`src/rtl/hsv_param_ctrl_pkg.sv`:
```
// Shared types and default ranges for the HSV set-point controller.
package hsv_pkg;

  typedef enum logic [2:0] {
    MODE_FIXED  = 3'd0,
    MODE_STEP60 = 3'd1,
    MODE_SWEEP  = 3'd2,
    MODE_ADJ_H  = 3'd3,
    MODE_ADJ_S  = 3'd4,
    MODE_ADJ_V  = 3'd5,
    MODE_HOLD   = 3'd6,
    MODE_PRESET = 3'd7
  } mode_e;

  typedef enum logic [1:0] {
    ST_IDLE   = 2'd0,
    ST_PRESS  = 2'd1,
    ST_REPEAT = 2'd2
  } adj_state_e;

  localparam int HUE_MAX_DEF = 359;
  localparam int SV_MAX_DEF  = 100;

endpackage

```
`src/rtl/hsv_param_ctrl_if.sv`:
```
// Control/set-point bundle between mode-select logic, the controller and the HSV-to-RGB path.
interface hsv_param_ctrl_if #(parameter int W = 9);

  hsv_pkg::mode_e mode;
  logic           btn;
  logic           dir;
  logic [W-1:0]   hue;
  logic [W-1:0]   sat;
  logic [W-1:0]   val;
  logic           step_pulse;

  modport master (output mode, output btn, output dir,
                  input hue, input sat, input val, input step_pulse);

  modport slave  (input mode, input btn, input dir,
                  output hue, output sat, output val, output step_pulse);

endinterface

```
`src/rtl/hsv_param_ctrl_wrap_step.sv`:
```
// One +1/-1 step of a bounded value; wraps at the ends, or saturates when clamp is set.
module hsv_wrap_step #(
  parameter int W = 9
) (
  input  logic [W-1:0] value,
  input  logic         dir,
  input  logic [W-1:0] max_val,
  input  logic         clamp,
  output logic [W-1:0] next_val
);

  localparam logic [W-1:0] ONE = W'(1);

  // Anything above max is treated as already past the top, so up goes to 0 and down to max.
  always_comb begin
    next_val = value;
    if (!dir) begin
      if (value >= max_val) next_val = clamp ? max_val : '0;
      else                  next_val = value + ONE;
    end else begin
      if (value == '0)          next_val = clamp ? '0 : max_val;
      else if (value > max_val) next_val = max_val;
      else                      next_val = value - ONE;
    end
  end

endmodule

```
`src/rtl/hsv_param_ctrl.sv`:
```
// Button/mode driven hue/sat/val set-point generator with press/hold auto-repeat.
// Define HSV_SV_CLAMP_EN to make sat/val saturate instead of wrap.
module hsv_param_ctrl
  import hsv_pkg::*;
#(
  parameter int W          = 9,
  parameter int HUE_MAX    = HUE_MAX_DEF,
  parameter int SV_MAX     = SV_MAX_DEF,
  parameter int HUE_DEF    = 120,
  parameter int SV_DEF     = 50,
  parameter int CNT_W      = 22,
  parameter int STEP60_CYC = 2**22,
  parameter int SWEEP_CYC  = 2**19,
  parameter int HOLD_CYC   = 2**21,
  parameter int REPEAT_CYC = 2**20
) (
  input  logic              clk,
  input  logic              reset,
  hsv_param_ctrl_if.slave   bus
);

`ifdef HSV_SV_CLAMP_EN
  localparam logic SV_CLAMP = 1'b1;
`else
  localparam logic SV_CLAMP = 1'b0;
`endif

  localparam logic [W-1:0]     HUE_MAX_V   = W'(HUE_MAX);
  localparam logic [W-1:0]     SV_MAX_V    = W'(SV_MAX);
  localparam logic [W-1:0]     HUE_DEF_V   = W'(HUE_DEF);
  localparam logic [W-1:0]     SV_DEF_V    = W'(SV_DEF);
  localparam logic [W:0]       HUE_MAX_X   = (W+1)'(HUE_MAX);
  localparam logic [W:0]       HUE_MOD_X   = (W+1)'(HUE_MAX + 1);
  localparam logic [W:0]       SIXTY_X     = (W+1)'(60);
  localparam logic [CNT_W-1:0] CNT_ONE     = CNT_W'(1);
  localparam logic [CNT_W-1:0] STEP60_LAST = CNT_W'(STEP60_CYC - 1);
  localparam logic [CNT_W-1:0] SWEEP_LAST  = CNT_W'(SWEEP_CYC - 1);
  localparam logic [CNT_W-1:0] HOLD_LAST   = CNT_W'(HOLD_CYC - 1);
  localparam logic [CNT_W-1:0] REPEAT_LAST = CNT_W'(REPEAT_CYC - 1);

  mode_e            mode_q;
  adj_state_e       state, state_nxt;
  logic [CNT_W-1:0] cnt, cnt_nxt;
  logic [W-1:0]     hue_q, sat_q, val_q;
  logic [W-1:0]     hue_nxt, sat_nxt, val_nxt;
  logic             pulse_q, pulse_nxt;
  logic [W-1:0]     hue_adj, sat_adj, val_adj, hue_inc;
  logic [W:0]       hue_sum, hue_sub;
  logic [W-1:0]     hue_step60;
  logic             mode_change, adj_step;

  hsv_wrap_step #(.W(W)) u_hue_adj (.value(hue_q), .dir(bus.dir), .max_val(HUE_MAX_V), .clamp(1'b0),     .next_val(hue_adj));
  hsv_wrap_step #(.W(W)) u_sat_adj (.value(sat_q), .dir(bus.dir), .max_val(SV_MAX_V),  .clamp(SV_CLAMP), .next_val(sat_adj));
  hsv_wrap_step #(.W(W)) u_val_adj (.value(val_q), .dir(bus.dir), .max_val(SV_MAX_V),  .clamp(SV_CLAMP), .next_val(val_adj));
  hsv_wrap_step #(.W(W)) u_hue_inc (.value(hue_q), .dir(1'b0),    .max_val(HUE_MAX_V), .clamp(1'b0),     .next_val(hue_inc));

  always_comb begin
    hue_sum    = {1'b0, hue_q} + SIXTY_X;
    hue_sub    = hue_sum - HUE_MOD_X;
    hue_step60 = (hue_sum > HUE_MAX_X) ? hue_sub[W-1:0] : hue_sum[W-1:0];
  end

  always_ff @(posedge clk) begin
    if (reset) begin
      mode_q  <= MODE_FIXED;
      state   <= ST_IDLE;
      cnt     <= '0;
      hue_q   <= '0;
      sat_q   <= '0;
      val_q   <= '0;
      pulse_q <= 1'b0;
    end else begin
      mode_q  <= bus.mode;
      state   <= state_nxt;
      cnt     <= cnt_nxt;
      hue_q   <= hue_nxt;
      sat_q   <= sat_nxt;
      val_q   <= val_nxt;
      pulse_q <= pulse_nxt;
    end
  end

  // Stepping modes do nothing on a mode-change cycle; FIXED/PRESET loads still apply.
  always_comb begin
    state_nxt   = state;
    cnt_nxt     = cnt;
    hue_nxt     = hue_q;
    sat_nxt     = sat_q;
    val_nxt     = val_q;
    pulse_nxt   = 1'b0;
    adj_step    = 1'b0;
    mode_change = (bus.mode != mode_q);

    case (bus.mode)
      MODE_FIXED: begin
        hue_nxt   = HUE_DEF_V;
        state_nxt = ST_IDLE;
        cnt_nxt   = '0;
      end
      MODE_STEP60: begin
        state_nxt = ST_IDLE;
        if (!mode_change) begin
          if (cnt == STEP60_LAST) begin
            cnt_nxt   = '0;
            hue_nxt   = hue_step60;
            pulse_nxt = 1'b1;
          end else begin
            cnt_nxt = cnt + CNT_ONE;
          end
        end
      end
      MODE_SWEEP: begin
        state_nxt = ST_IDLE;
        if (!mode_change) begin
          if (cnt == SWEEP_LAST) begin
            cnt_nxt   = '0;
            hue_nxt   = hue_inc;
            pulse_nxt = 1'b1;
          end else begin
            cnt_nxt = cnt + CNT_ONE;
          end
        end
      end
      MODE_ADJ_H, MODE_ADJ_S, MODE_ADJ_V: begin
        if (!mode_change) begin
          case (state)
            ST_IDLE: begin
              cnt_nxt = '0;
              if (bus.btn) begin
                adj_step  = 1'b1;
                state_nxt = ST_PRESS;
              end
            end
            ST_PRESS, ST_REPEAT: begin
              if (!bus.btn) begin
                state_nxt = ST_IDLE;
                cnt_nxt   = '0;
              end else if (cnt == ((state == ST_PRESS) ? HOLD_LAST : REPEAT_LAST)) begin
                adj_step  = 1'b1;
                state_nxt = ST_REPEAT;
                cnt_nxt   = '0;
              end else begin
                cnt_nxt = cnt + CNT_ONE;
              end
            end
            default: begin
              state_nxt = ST_IDLE;
              cnt_nxt   = '0;
            end
          endcase
          if (adj_step) begin
            pulse_nxt = 1'b1;
            if (bus.mode == MODE_ADJ_H)      hue_nxt = hue_adj;
            else if (bus.mode == MODE_ADJ_S) sat_nxt = sat_adj;
            else                             val_nxt = val_adj;
          end
        end
      end
      MODE_PRESET: begin
        hue_nxt   = HUE_DEF_V;
        sat_nxt   = SV_DEF_V;
        val_nxt   = SV_DEF_V;
        state_nxt = ST_IDLE;
        cnt_nxt   = '0;
      end
      default: begin
        state_nxt = ST_IDLE;
        cnt_nxt   = '0;
      end
    endcase

    if (mode_change) begin
      state_nxt = ST_IDLE;
      cnt_nxt   = '0;
    end
  end

  assign bus.hue        = hue_q;
  assign bus.sat        = sat_q;
  assign bus.val        = val_q;
  assign bus.step_pulse = pulse_q;

endmodule

```
`src/flat_wrapper.sv`:
```
// flat-port wrapper written by rule: the top's interface ports become plain ports
module hsv_param_ctrl_flat import hsv_pkg::*;
#(
  parameter int W          = 9,
  parameter int HUE_MAX    = HUE_MAX_DEF,
  parameter int SV_MAX     = SV_MAX_DEF,
  parameter int HUE_DEF    = 120,
  parameter int SV_DEF     = 50,
  parameter int CNT_W      = 22,
  parameter int STEP60_CYC = 2**22,
  parameter int SWEEP_CYC  = 2**19,
  parameter int HOLD_CYC   = 2**21,
  parameter int REPEAT_CYC = 2**20
)
  (clk, reset, bus_mode, bus_btn, bus_dir, bus_hue, bus_sat, bus_val, bus_step_pulse);
  hsv_param_ctrl_if #(.W(W)) bus_i ();
  input  logic clk;
  input  logic reset;
  input wire logic [$bits(bus_i.mode)-1:0] bus_mode;
  input wire logic [$bits(bus_i.btn)-1:0] bus_btn;
  input wire logic [$bits(bus_i.dir)-1:0] bus_dir;
  output wire logic [$bits(bus_i.hue)-1:0] bus_hue;
  output wire logic [$bits(bus_i.sat)-1:0] bus_sat;
  output wire logic [$bits(bus_i.val)-1:0] bus_val;
  output wire logic [$bits(bus_i.step_pulse)-1:0] bus_step_pulse;
  assign bus_i.mode = bus_mode;
  assign bus_i.btn = bus_btn;
  assign bus_i.dir = bus_dir;
  assign bus_hue = bus_i.hue;
  assign bus_sat = bus_i.sat;
  assign bus_val = bus_i.val;
  assign bus_step_pulse = bus_i.step_pulse;
  hsv_param_ctrl #(.W(W), .HUE_MAX(HUE_MAX), .SV_MAX(SV_MAX), .HUE_DEF(HUE_DEF), .SV_DEF(SV_DEF), .CNT_W(CNT_W), .STEP60_CYC(STEP60_CYC), .SWEEP_CYC(SWEEP_CYC), .HOLD_CYC(HOLD_CYC), .REPEAT_CYC(REPEAT_CYC)) u_core (.clk(clk), .reset(reset), .bus(bus_i));
endmodule
```
`config.mk`:
```
export PLATFORM = sky130hd
export DESIGN_NAME = hsv_param_ctrl_flat
export DESIGN_NICKNAME = d
export VERILOG_FILES = /design/src/rtl/hsv_param_ctrl_pkg.sv /design/src/rtl/hsv_param_ctrl_if.sv /design/src/rtl/hsv_param_ctrl_wrap_step.sv /design/src/rtl/hsv_param_ctrl.sv /design/src/flat_wrapper.sv
export SDC_FILE = /design/constraint.sdc
export NUM_CORES = 1
export LEC_CHECK = 0
export ABC_AREA = 1
export BUFFER_PORTS_ARGS = -buffer_cell sky130_fd_sc_hd__buf_2
export CAP_MARGIN = 20
export CORE_UTILIZATION = 50
export DETAILED_ROUTE_END_ITERATION = 16
export GPL_TIMING_DRIVEN = 0
export HOLD_SLACK_MARGIN = 0.02
export PLACE_DENSITY = 0.67
export SETUP_SLACK_MARGIN = 0.3
export SLEW_MARGIN = 20
export SYNTH_ARGS = -nofsm -noshare
export SYNTH_HDL_FRONTEND = slang
export SYNTH_HIERARCHICAL = 1
export SYNTH_SLANG_ARGS = --single-unit
export TNS_END_PERCENT = 1
```
`constraint.sdc`:
```
create_clock -name clk -period 3.6 [get_ports clk]
set_clock_uncertainty 0.2 [all_clocks]
set_input_delay 0.36 -clock clk [delete_from_list [all_inputs] [get_ports clk]]
set_output_delay 0.36 -clock clk [all_outputs]
set_load 0.05 [all_outputs]
```
==> Word-level counts from Yosys, hierarchy flattened <==
Index checks and enable logic that the tools add are counted.
W data, S select, Z words.
{ "classes": {"n_lt_le_gt_ge": 7, "addsub": 9, "n_eq_ne": 24, "n_bitwise": 1, "n_mux": 55, "n_reduce_logical": 16} }
{ "ops": {"columns": ["op", "n"], "rows": [
  ["$mux W9", 28],
  ["$mux W22", 5],
  ["$pmux W22 S3", 1],
  ["$pmux W9 S2", 2],
  ["$pmux W9 S4", 1],
  ["$add A9 B1 Y9 const B", 3],
  ["$logic_not A9 Y1", 3],
  ["$sub A9 B1 Y9 const B", 3],
  ["$add A22 B1 Y22 const B", 1],
  ["$eq A22 B19 Y1 const B", 1],
  ["$eq A22 B22 Y1", 1],
  ["$eq A22 B22 Y1 const B", 1],
  ["$mux W21", 1],
  ["$ge A9 B7 Y1 const B", 2],
  ["$gt A9 B7 Y1 const B", 2],
  ["$ne A2 B2 Y1 const B", 6],
  ["$mux W1", 11],
  ["$add A9 B6 Y10 const B", 1],
  ["$gt A10 B9 Y1 const B", 1],
  ["$ne A2 B1 Y1 const B", 5],
  ["$reduce_and A5 Y1", 2],
  ["$eq A3 B3 Y1 const B", 3],
  ["$ge A9 B9 Y1 const B", 1],
  ["$gt A9 B9 Y1 const B", 1],
  ["other kinds (20)", 26]
]} }
{ "word_totals": {"out_inout_bits": 28, "wordCells": 119, "input_bits": 7, "regBits": 55} }

==> Logic depth before layout (Yosys ltp) <==
Gate-level depths: netlist (run 1).
{ "depth": {"ltp_word": 11, "ltp_mapped": 21, "ltp_nobuf": 20} }

==> Modules after synthesis <==
Netlist (run 1), hierarchy kept.
{ "modules_own_cells": {"columns": ["module", "cells_per_inst", "seq_area_each_um2", "instances", "area_each_um2"], "rows": [
  ["hsv_wrap_step (u_core.u_hue_adj ...)", 192, 0.0, 3, 1042.2],
  ["hsv_param_ctrl", 431, 1101.1, 1, 3057.9],
  ["hsv_wrap_step (u_core.u_val_adj)", 200, 0.0, 1, 1149.9]
]} }

==> Least setup slack after synthesis (run 1) <==
No wires, ideal clock.
{ "synth_path": {"path_kind": "flip-flop to flip-flop", "start": "register u_core.hue_q[3], in the netlist u_core/bus.hue[3]", "end": "register u_core.hue_q[4], in the netlist u_core/bus.hue[4]", "t_arrival_ns": 2.585, "stages_incl_launch_ff": 15, "synth_period_minus_slack_ns": 2.901, "required_ns": 3.284, "setup_time_ns": 0.116, "path_slack_ns": 0.699, "path_cell_list": "dfxtp_1 ha_1 nand2_1 nor2_1 nand3b_1 nand3_2 inv_2 nand2_2 buf_6 o211ai_1 nand2_1 a221oi_1 nand3_1 nand2_1 nor2_1"} }
{ "synth_via": {"elab_chain_cells": 8, "elab_cells_between_ends": 21, "classes_between": "add/sub (4); order compare (3); mux (13); reduce/logical (1)"} }
{ "synth_rtl": {"columns": ["item", "line", "source"], "rows": [
  ["start: declaration", "hsv_param_ctrl.sv:44", "logic [W-1:0] hue_q, sat_q, val_q;"],
  ["start signal: assignment", "hsv_param_ctrl.sv:76", "hue_q <= hue_nxt;"],
  ["$sub A9 B1 Y9 / $gt A9 B9 Y1 (equally long branches)", "hsv_param_ctrl_wrap_step.sv:23, hsv_param_ctrl_wrap_step.sv:22", null],
  ["$mux W9", "hsv_param_ctrl_wrap_step.sv:22", "else if (value > max_val) next_val = max_val;"],
  ["$mux W9", "hsv_param_ctrl_wrap_step.sv:21", "if (value == '0) next_val = clamp ? '0 : max_val;"],
  ["$mux W9 (*)", "hsv_param_ctrl_wrap_step.sv:17", "if (!dir) begin"],
  ["net u_core.hue_adj[4]", "hsv_param_ctrl.sv:47", "logic [W-1:0] hue_adj, sat_adj, val_adj, hue_inc;"],
  ["$mux W9 (*)", "hsv_param_ctrl.sv:153", "if (bus.mode == MODE_ADJ_H) hue_nxt = hue_adj;"],
  ["$mux W9 (*)", "hsv_param_ctrl.sv:151", "if (adj_step) begin"],
  ["$mux W9 (*)", "hsv_param_ctrl.sv:125", "if (!mode_change) begin"],
  ["$pmux W9 S4 (*)", "hsv_param_ctrl.sv:94", "case (bus.mode)"]
]} }
Mark *: on every way through the listed nets, which the timed path passes. The rest lies on a longest branch. The select of a mux whose other input is x is not followed.
A chain may end at the register's enable or synchronous reset.

==> Final worst setup path (run 1) <==
{ "layout_path": {"start": "register u_core.hue_q[5], in the netlist u_core/bus.hue[5]", "end": "register u_core.hue_q[4], in the netlist u_core/bus.hue[4]"} }
{ "layout_via": {"elab_chain_cells": 8, "elab_cells_between_ends": 18, "classes_between": "add/sub (1); order compare (3); mux (13); reduce/logical (1)"} }
{ "layout_rtl": {"columns": ["item", "line"], "rows": [
  ["$gt A9 B9 Y1", "hsv_param_ctrl_wrap_step.sv:22"],
  ["$mux W9", "hsv_param_ctrl_wrap_step.sv:22"],
  ["$mux W9", "hsv_param_ctrl_wrap_step.sv:21"],
  ["$mux W9 (*)", "hsv_param_ctrl_wrap_step.sv:17"],
  ["net u_core.hue_adj[4]", "hsv_param_ctrl.sv:47"],
  ["$mux W9 (*)", "hsv_param_ctrl.sv:153"],
  ["$mux W9 (*)", "hsv_param_ctrl.sv:151"],
  ["$mux W9 (*)", "hsv_param_ctrl.sv:125"],
  ["$pmux W9 S4 (*)", "hsv_param_ctrl.sv:94"]
]} }
Marked as above.

==> impl_metrics.csv, run 1 <==
group,metric,value,unit
outcome,status,"complete, no violations",
cts,cts_tree,"built",
sta,worst_pin_slew,860,ps
die,dieArea,15200,µm²
global_routing,grt_pass1_vias,6866,
finish,final_common_cell,"nand2_1",
cts,clock_sinks,55,
sta,min_period,3030,ps
finish,nFillCells,1475,
yosys,synth_cells,1207,
worst_setup_path,timing.rr.start,"u_core/bus.hue[5]$_SDFFE_PP0P_",
pwr,power.total,2.67,mW
sta,finalSetupTns,0,ps
die,ios,35,
cts,clk_latency,300,ps
finish,drive_gt1_share,14.0,%
routing,wl_per_cell,11.9,µm
worst_hold_path,hold_class,"in2reg",
yosys,ys_seq_elements,55,
worst_hold_path,whs_path_depth,3,
die,dieWidth,123,µm
placed_design,port-buffer-count,34,
cts,postCtsHoldBufs,0,
placed_design,gp_congestion,0.871,
sta,rsz0062_at_grt,"false",
cts,root_buffer,"clkbuf_16",
yosys,synth_cell_type_count,49,
yosys,synthAdderAreaFrac,8.70,%
finish,num_antenna_cells,0,
worst_setup_path,startpoint_type,"flip-flop",
sta,hold_violations,0,
pwr,internal-power,1.40,mW
yosys,synthSimpleGateAreaFrac,46.6,%
pwr,p_comb_share,53.0,%
yosys,synth_top_family_by_area,"simple AND/OR/NAND/NOR gates",
global_routing,grt_pass1_wl,31700,µm
cts,h-tree-depth,2,
pwr,power_frac_seq,27.7,%
worst_hold_path,min_from,"bus_mode[0]",
cts,cts.clk_slew.worst_paths,70,ps
sta,max_slew_margin,42.6,%
yosys,synth_compound_area_share,10.8,%
global_routing,grt_max_degree,21,
global_routing,grt_overflow,0,
yosys,ys_top_cells_by_area,"nand2_1 20%, dfxtp_1 15%, ha_1 8.7%",
finish,final_cell_mix,"390 x nand2_1, 150 x inv_1, 118 x conb_1, 96 x nor2_1, 81 x nand3_1",
cts,clockBufferDepth,2,
cts,numCtsBuffers,5,
cts,cts_resized,0,
sta,slew_violations,0,
yosys,synth_top_cell_by_area,"nand2_1",
yosys,yosysWarnings,6,
run,cap_violations,0,
routing,antenna_left,0,
worst_setup_path,end_kind,"flip-flop",
pwr,power_switching,1.27,mW
routing,drt_iter0_drc,526,
worst_setup_path,crit_required,3590,ps
global_routing,antenna_found_initial,0,
placed_design,dpl.hpwl,14200,µm
die,die_y,123,µm
yosys,async_reset_ff_share,0,%
pwr,leakage,4.38,nW
worst_setup_path,crit_start,"u_core/bus.hue[5]$_SDFFE_PP0P_",
sta,post-route-period-util,84.0,%
pwr,clockPowerShare,19.3,%
yosys,synth_xor_area_share,6.69,%
yosys,synth-seq-area-share,15.0,%
worst_setup_path,reg2regPathDepth,15,
sta,fmax,331,MHz
routing,first_pass_iters,8,
cts,postCtsSetupBuffers,0,
routing,drt-vias-per-instance,4.88,
sta,setup_viol,0,
yosys,synth_ff_type,"dfxtp_1",
worst_setup_path,path_max_fanout,17,
finish,syn2layout_area_growth,13.5,%
routing,route.detailed.drc,0,
pwr,p_sw_share,47.5,%
worst_setup_path,critPathKind,"reg2reg",
pwr,peakVddDrop,0.270,mV
finish,finalNetCount,1422,
worst_setup_path,cp.arrival,3020,ps
die,coreArea,14100,µm²
die,initial_core_util,52.0,%
die,rows,43,
yosys,synth-edff-count,0,
global_routing,grt_usage,25.7,%
routing,via_count,7532,
yosys,synth_top_area_share,20.0,%
yosys,syn_avg_cell_area,6.08,µm²
yosys,synth_area,7330,µm²
pwr,powerDensity,320,nW/µm²
routing,wirelength,18400,µm
yosys,yosys-mux-area-fraction,0,%
[metrics by stage]
step / cells / hold slack [ps] / utilization, % / cell area [µm²] / setup slack [ps]
after floorplan: 1323 / 227 / - / 7770 / 699
after global placement: 1537 / 240 / 57.9 / 8170 / 537
after detailed placement: 1537 / 248 / 57.9 / 8170 / 505
after CTS: 1545 / 154 / 59.1 / 8320 / 486
after global routing: 1545 / 166 / 59.1 / 8330 / 326
final: 1545 / 162 / 59.1 / 8330 / 575
[synthesized netlist by cell type (all sizes together), types with 4 or more instances]
master and count:
dfxtp 55, nor2 133, or2 4, nand4 24, o211ai 27, clkinv 8, xnor2 15, o21ai 54
buf 23, nand3b 7, a21oi 41, xor2 41, ha 51, nand2 425, nand3 98, inv 167
nor3 14
[layout make-up]
class / count / area, µm² / share of cell area, %
buffer: 26 / 211 / 2.54
clock buffer: 5 / 125 / 1.50
clock inverter: 3 / 33.8 / 0.406
inverter: 175 / 673 / 8.08
multi-input combinational: 1067 / 5780 / 69.5
sequential: 55 / 1100 / 13.3
tap: 180 / 225 / 2.70
timing repair buffer: 34 / 170 / 2.04
[flip-flops by register name, indices dropped and copies added, names as in the netlist]
register and count:
u_core/bus.step_pulse 1, u_core/bus.sat 9, u_core/cnt 22, u_core/bus.val 9, u_core/mode_q 3, u_core/bus.hue 9
u_core/state 2
[cells by family (layout without fill, tap and decap cells)]
group                    count (synthesis)  count (layout)
flip-flops                              55              55
buffers and inverters                  201             243
AO/OA/AOI/OAI                          133             133
AND/OR/NAND/NOR                        709             709
other                                    2             118
adder cells (fa/ha/maj)                 51              51
XOR/XNOR                                56              56
[worst max-delay path, stage by stage (launching register included)]
cell and delay, ps:
dfxtp_1 890, ha_1 250, nand2_1 60, nor2_2 110
nand3b_1 110, nand3_2 120, nand2_1 100, buf_4 200
inv_2 90, nand2_1 90, nand3_1 100, nand2_1 90
a221oi_1 290, nand3_1 110, nand2_1 70, nor2_1 40
[layer usage]
layer	track usage, %	wire, µm	vias to the layer above
met4	6.17	246	0
met3	1.75	834	20
met2	45.8	8750	172
li1	-	-	4052
met1	33.5	8590	3288
met5	0	0	-
[worst paths after layout]
check / to / slack, ps
setup reg to reg: u_core/bus.hue[4]$_SDFFE_PP0P_ / 570
setup / recovery: u_core/bus.hue[4]$_SDFFE_PP0P_ / 570
hold reg to reg: u_core/cnt[0]$_SDFF_PP0_ / 260
hold / removal: u_core/mode_q[0]$_SDFF_PP0_ / 160
[power by group through the flow]
stage | logic (mW) | clock network, mW | registers (mW)
6_report | 1.41 | 0.514 | 0.738
5_1_grt | 1.62 | 0.558 | 0.745
4_1_cts | 1.39 | 0.532 | 0.737
3_5_place_dp | 1.39 | 0 | 0.751
3_3_place_gp | 1.37 | 0 | 0.752
2_1_floorplan | 1.05 | 0 | 0.811
(Power assumes the default switching activity.)
==> run 2: changes to the inputs <==
- PLACE_DENSITY: 0.67 -> 0.7
- clock period: 3.6 -> 2.55 ns (I/O delays scaled with it)
==> run 2 against run 1 <==
Compared with the run above:
- global-route usage rose by 1.2 points
- sequential share of layout area fell by 0.34 points
- highest routed layer unchanged
- total power rose by 50%
- hold slack got worse by 110 ps
- first-iteration DRC count fell by 4.6%
- critical endpoint unchanged
==> impl_metrics.csv, run 2 (synthesized netlist as in run 1, its figures left out) <==
group,metric,value,unit
finish,largest_reg_flops,22,
sta,max_slew_margin,53.6,%
finish,drive_gt1_share,21.7,%
routing,via_count,7726,
worst_setup_path,startpoint_type,"flip-flop",
cts,clock_sinks,55,
sta,rsz0062_at_grt,"true",
cts,root_buffer,"clkbuf_16",
placed_design,gp_congestion,0.903,
outcome,status,"complete, no violations",
die,die_y,123,µm
cts,clk_latency,290,ps
finish,seq_area,1170,µm²
routing,route.detailed.drc,0,
cts,clockBufferDepth,2,
worst_setup_path,crit_required,2540,ps
worst_setup_path,end_kind,"flip-flop",
routing,antenna_left,0,
sta,hold_violations,0,
die,ios,35,
run,cap_violations,0,
global_routing,grt_max_degree,20,
routing,drt-vias-per-instance,4.89,
pwr,power.total,4.00,mW
finish,multi_input_area,6200,µm²
cts,h-tree-depth,2,
pwr,peakVddDrop,0.322,mV
worst_setup_path,critPathKind,"reg2reg",
sta,post-route-worst-setup-slack,94.8,ps
worst_setup_path,cp.arrival,2450,ps
global_routing,antenna_found_initial,0,
sta,post-route-period-util,96.3,%
cts,postCtsHoldBufs,0,
finish,num_antenna_cells,0,
sta,slew_violations,0,
placed_design,dpl_cell_area,8300,µm²
sta,fmax,407,MHz
global_routing,grt_pass1_vias,6914,
placed_design,pre_cts_slack,-49.8,ps
die,rows,43,
worst_setup_path,path_max_fanout,5,
routing,wl_per_cell,12.6,µm
die,initial_core_util,52.0,%
finish,fin_area,9090,µm²
sta,worst_pin_slew,689,ps
finish,fin_util,64.5,%
finish,top_register,"u_core/cnt",
global_routing,grt_overflow,0,
worst_hold_path,hold_class,"in2reg",
sta,min_period,2460,ps
finish,final_cell_mix,"374 x nand2_1, 148 x inv_1, 118 x conb_1, 92 x nor2_1, 75 x nand3_1",
cts,cts_tree,"built",
sta,setup_viol,0,
routing,wirelength,19800,µm
routing,first_pass_iters,5,
die,dieWidth,123,µm
global_routing,grt_pass1_wl,32600,µm
die,dieArea,15200,µm²
cts,numCtsBuffers,5,
finish,syn2layout_area_growth,23.9,%
cts,cts.clk_slew.worst_paths,70,ps
placed_design,port-buffer-count,34,
placed_design,dpl.hpwl,14300,µm
finish,finalNetCount,1456,
routing,drt_iter0_drc,502,
finish,final_common_cell,"nand2_1",
pwr,leakage,4.59,nW
finish,nFillCells,1365,
pwr,powerDensity,440,nW/µm²
sta,timing.hold.ws,56.3,ps
global_routing,grt_usage,26.8,%
die,coreArea,14100,µm²
## run 2: cell count changes in the layout (fill, tap and decap cells not counted), moves of 12 or more
| cell | delta |
|---|---|
| buf_4 | +30 |
| dfxtp_1 | -24 |
| ha_1 | -19 |
| ha_4 | +18 |
| dfxtp_4 | +16 |
| nand2_1 | -16 |
| nand2_2 | +12 |
## run 2: per-stage QoR
step | setup TNS [ps] | std cells
floorplan | 0 | 1323
global placement | -24.7 | 1537
detailed placement | -49.8 | 1537
CTS | 0 | 1578
global route | -198 | 1579
finish | 0 | 1579
## run 2: final timing paths
check | startpoint | to | slack (ps) | depth (start not counted)
min reg2reg | u_core/cnt[0]$_SDFF_PP0_ | u_core/cnt[0]$_SDFF_PP0_ | 260 | 1
min | bus_mode[0] | u_core/mode_q[0]$_SDFF_PP0_ | 60 | 3
max reg2reg | u_core/bus.hue[4]$_SDFFE_PP0P_ | u_core/bus.hue[4]$_SDFFE_PP0P_ | 90 | 17
max | u_core/bus.hue[4]$_SDFFE_PP0P_ | u_core/bus.hue[4]$_SDFFE_PP0P_ | 90 | 17
## run 2: layout make-up
cell class              instances  share of cell area (%)
multi-input cells            1067                    68.2
flip-flops and latches         55                    12.9
inverters                     175                    7.43
repair buffers                 68                    4.86
well taps                     180                    2.48
plain buffers                  26                    2.41
clock buffers                   5                    1.38
clock inverters                 3                   0.289
## run 2: metal layers
metal / routed length (µm) / part of all wire, % / vias up / track usage [%]
li1: - / - / 4117 / -
met1: 9280 / 47 / 3409 / 35.0
met2: 9300 / 47 / 160 / 46.5
met3: 746 / 3.8 / 40 / 2.58
met4: 496 / 2.5 / 0 / 8.36
met5: 0 / 0 / - / 0
## run 2: worst max-delay path, stage by stage (launching register included)
cell and delay (ps):
dfxtp_4 420, ha_4 220, a21oi_2 130, nand2_1 70
nand2_1 80, nand3_2 120, nand2_2 100, buf_6 130
buf_6 120, nand2_2 40, nand2_1 40, nand2_1 60
nand3_2 70, nand2_2 70, a221oi_2 270, nand3_1 110
nand2_1 70, nor2_1 40
## run 2: what timing repair did
| item | 4_1_cts | 5_1_grt |
|---|---|---|
| cloned | 2 | 0 |
| pin swaps | 21 | 25 |
| resized for setup | 44 | 35 |
| setup buffers | 31 | 1 |
| endpoints found under the setup margin | 21 | 40 |
## run 2: power by group
| group | switching [mW] | internal, mW |
|---|---|---|
| clock | 0.326 | 0.374 |
| sequential | 0.106 | 0.907 |
| combinational | 1.46 | 0.831 |
| total | 1.89 | 2.11 |
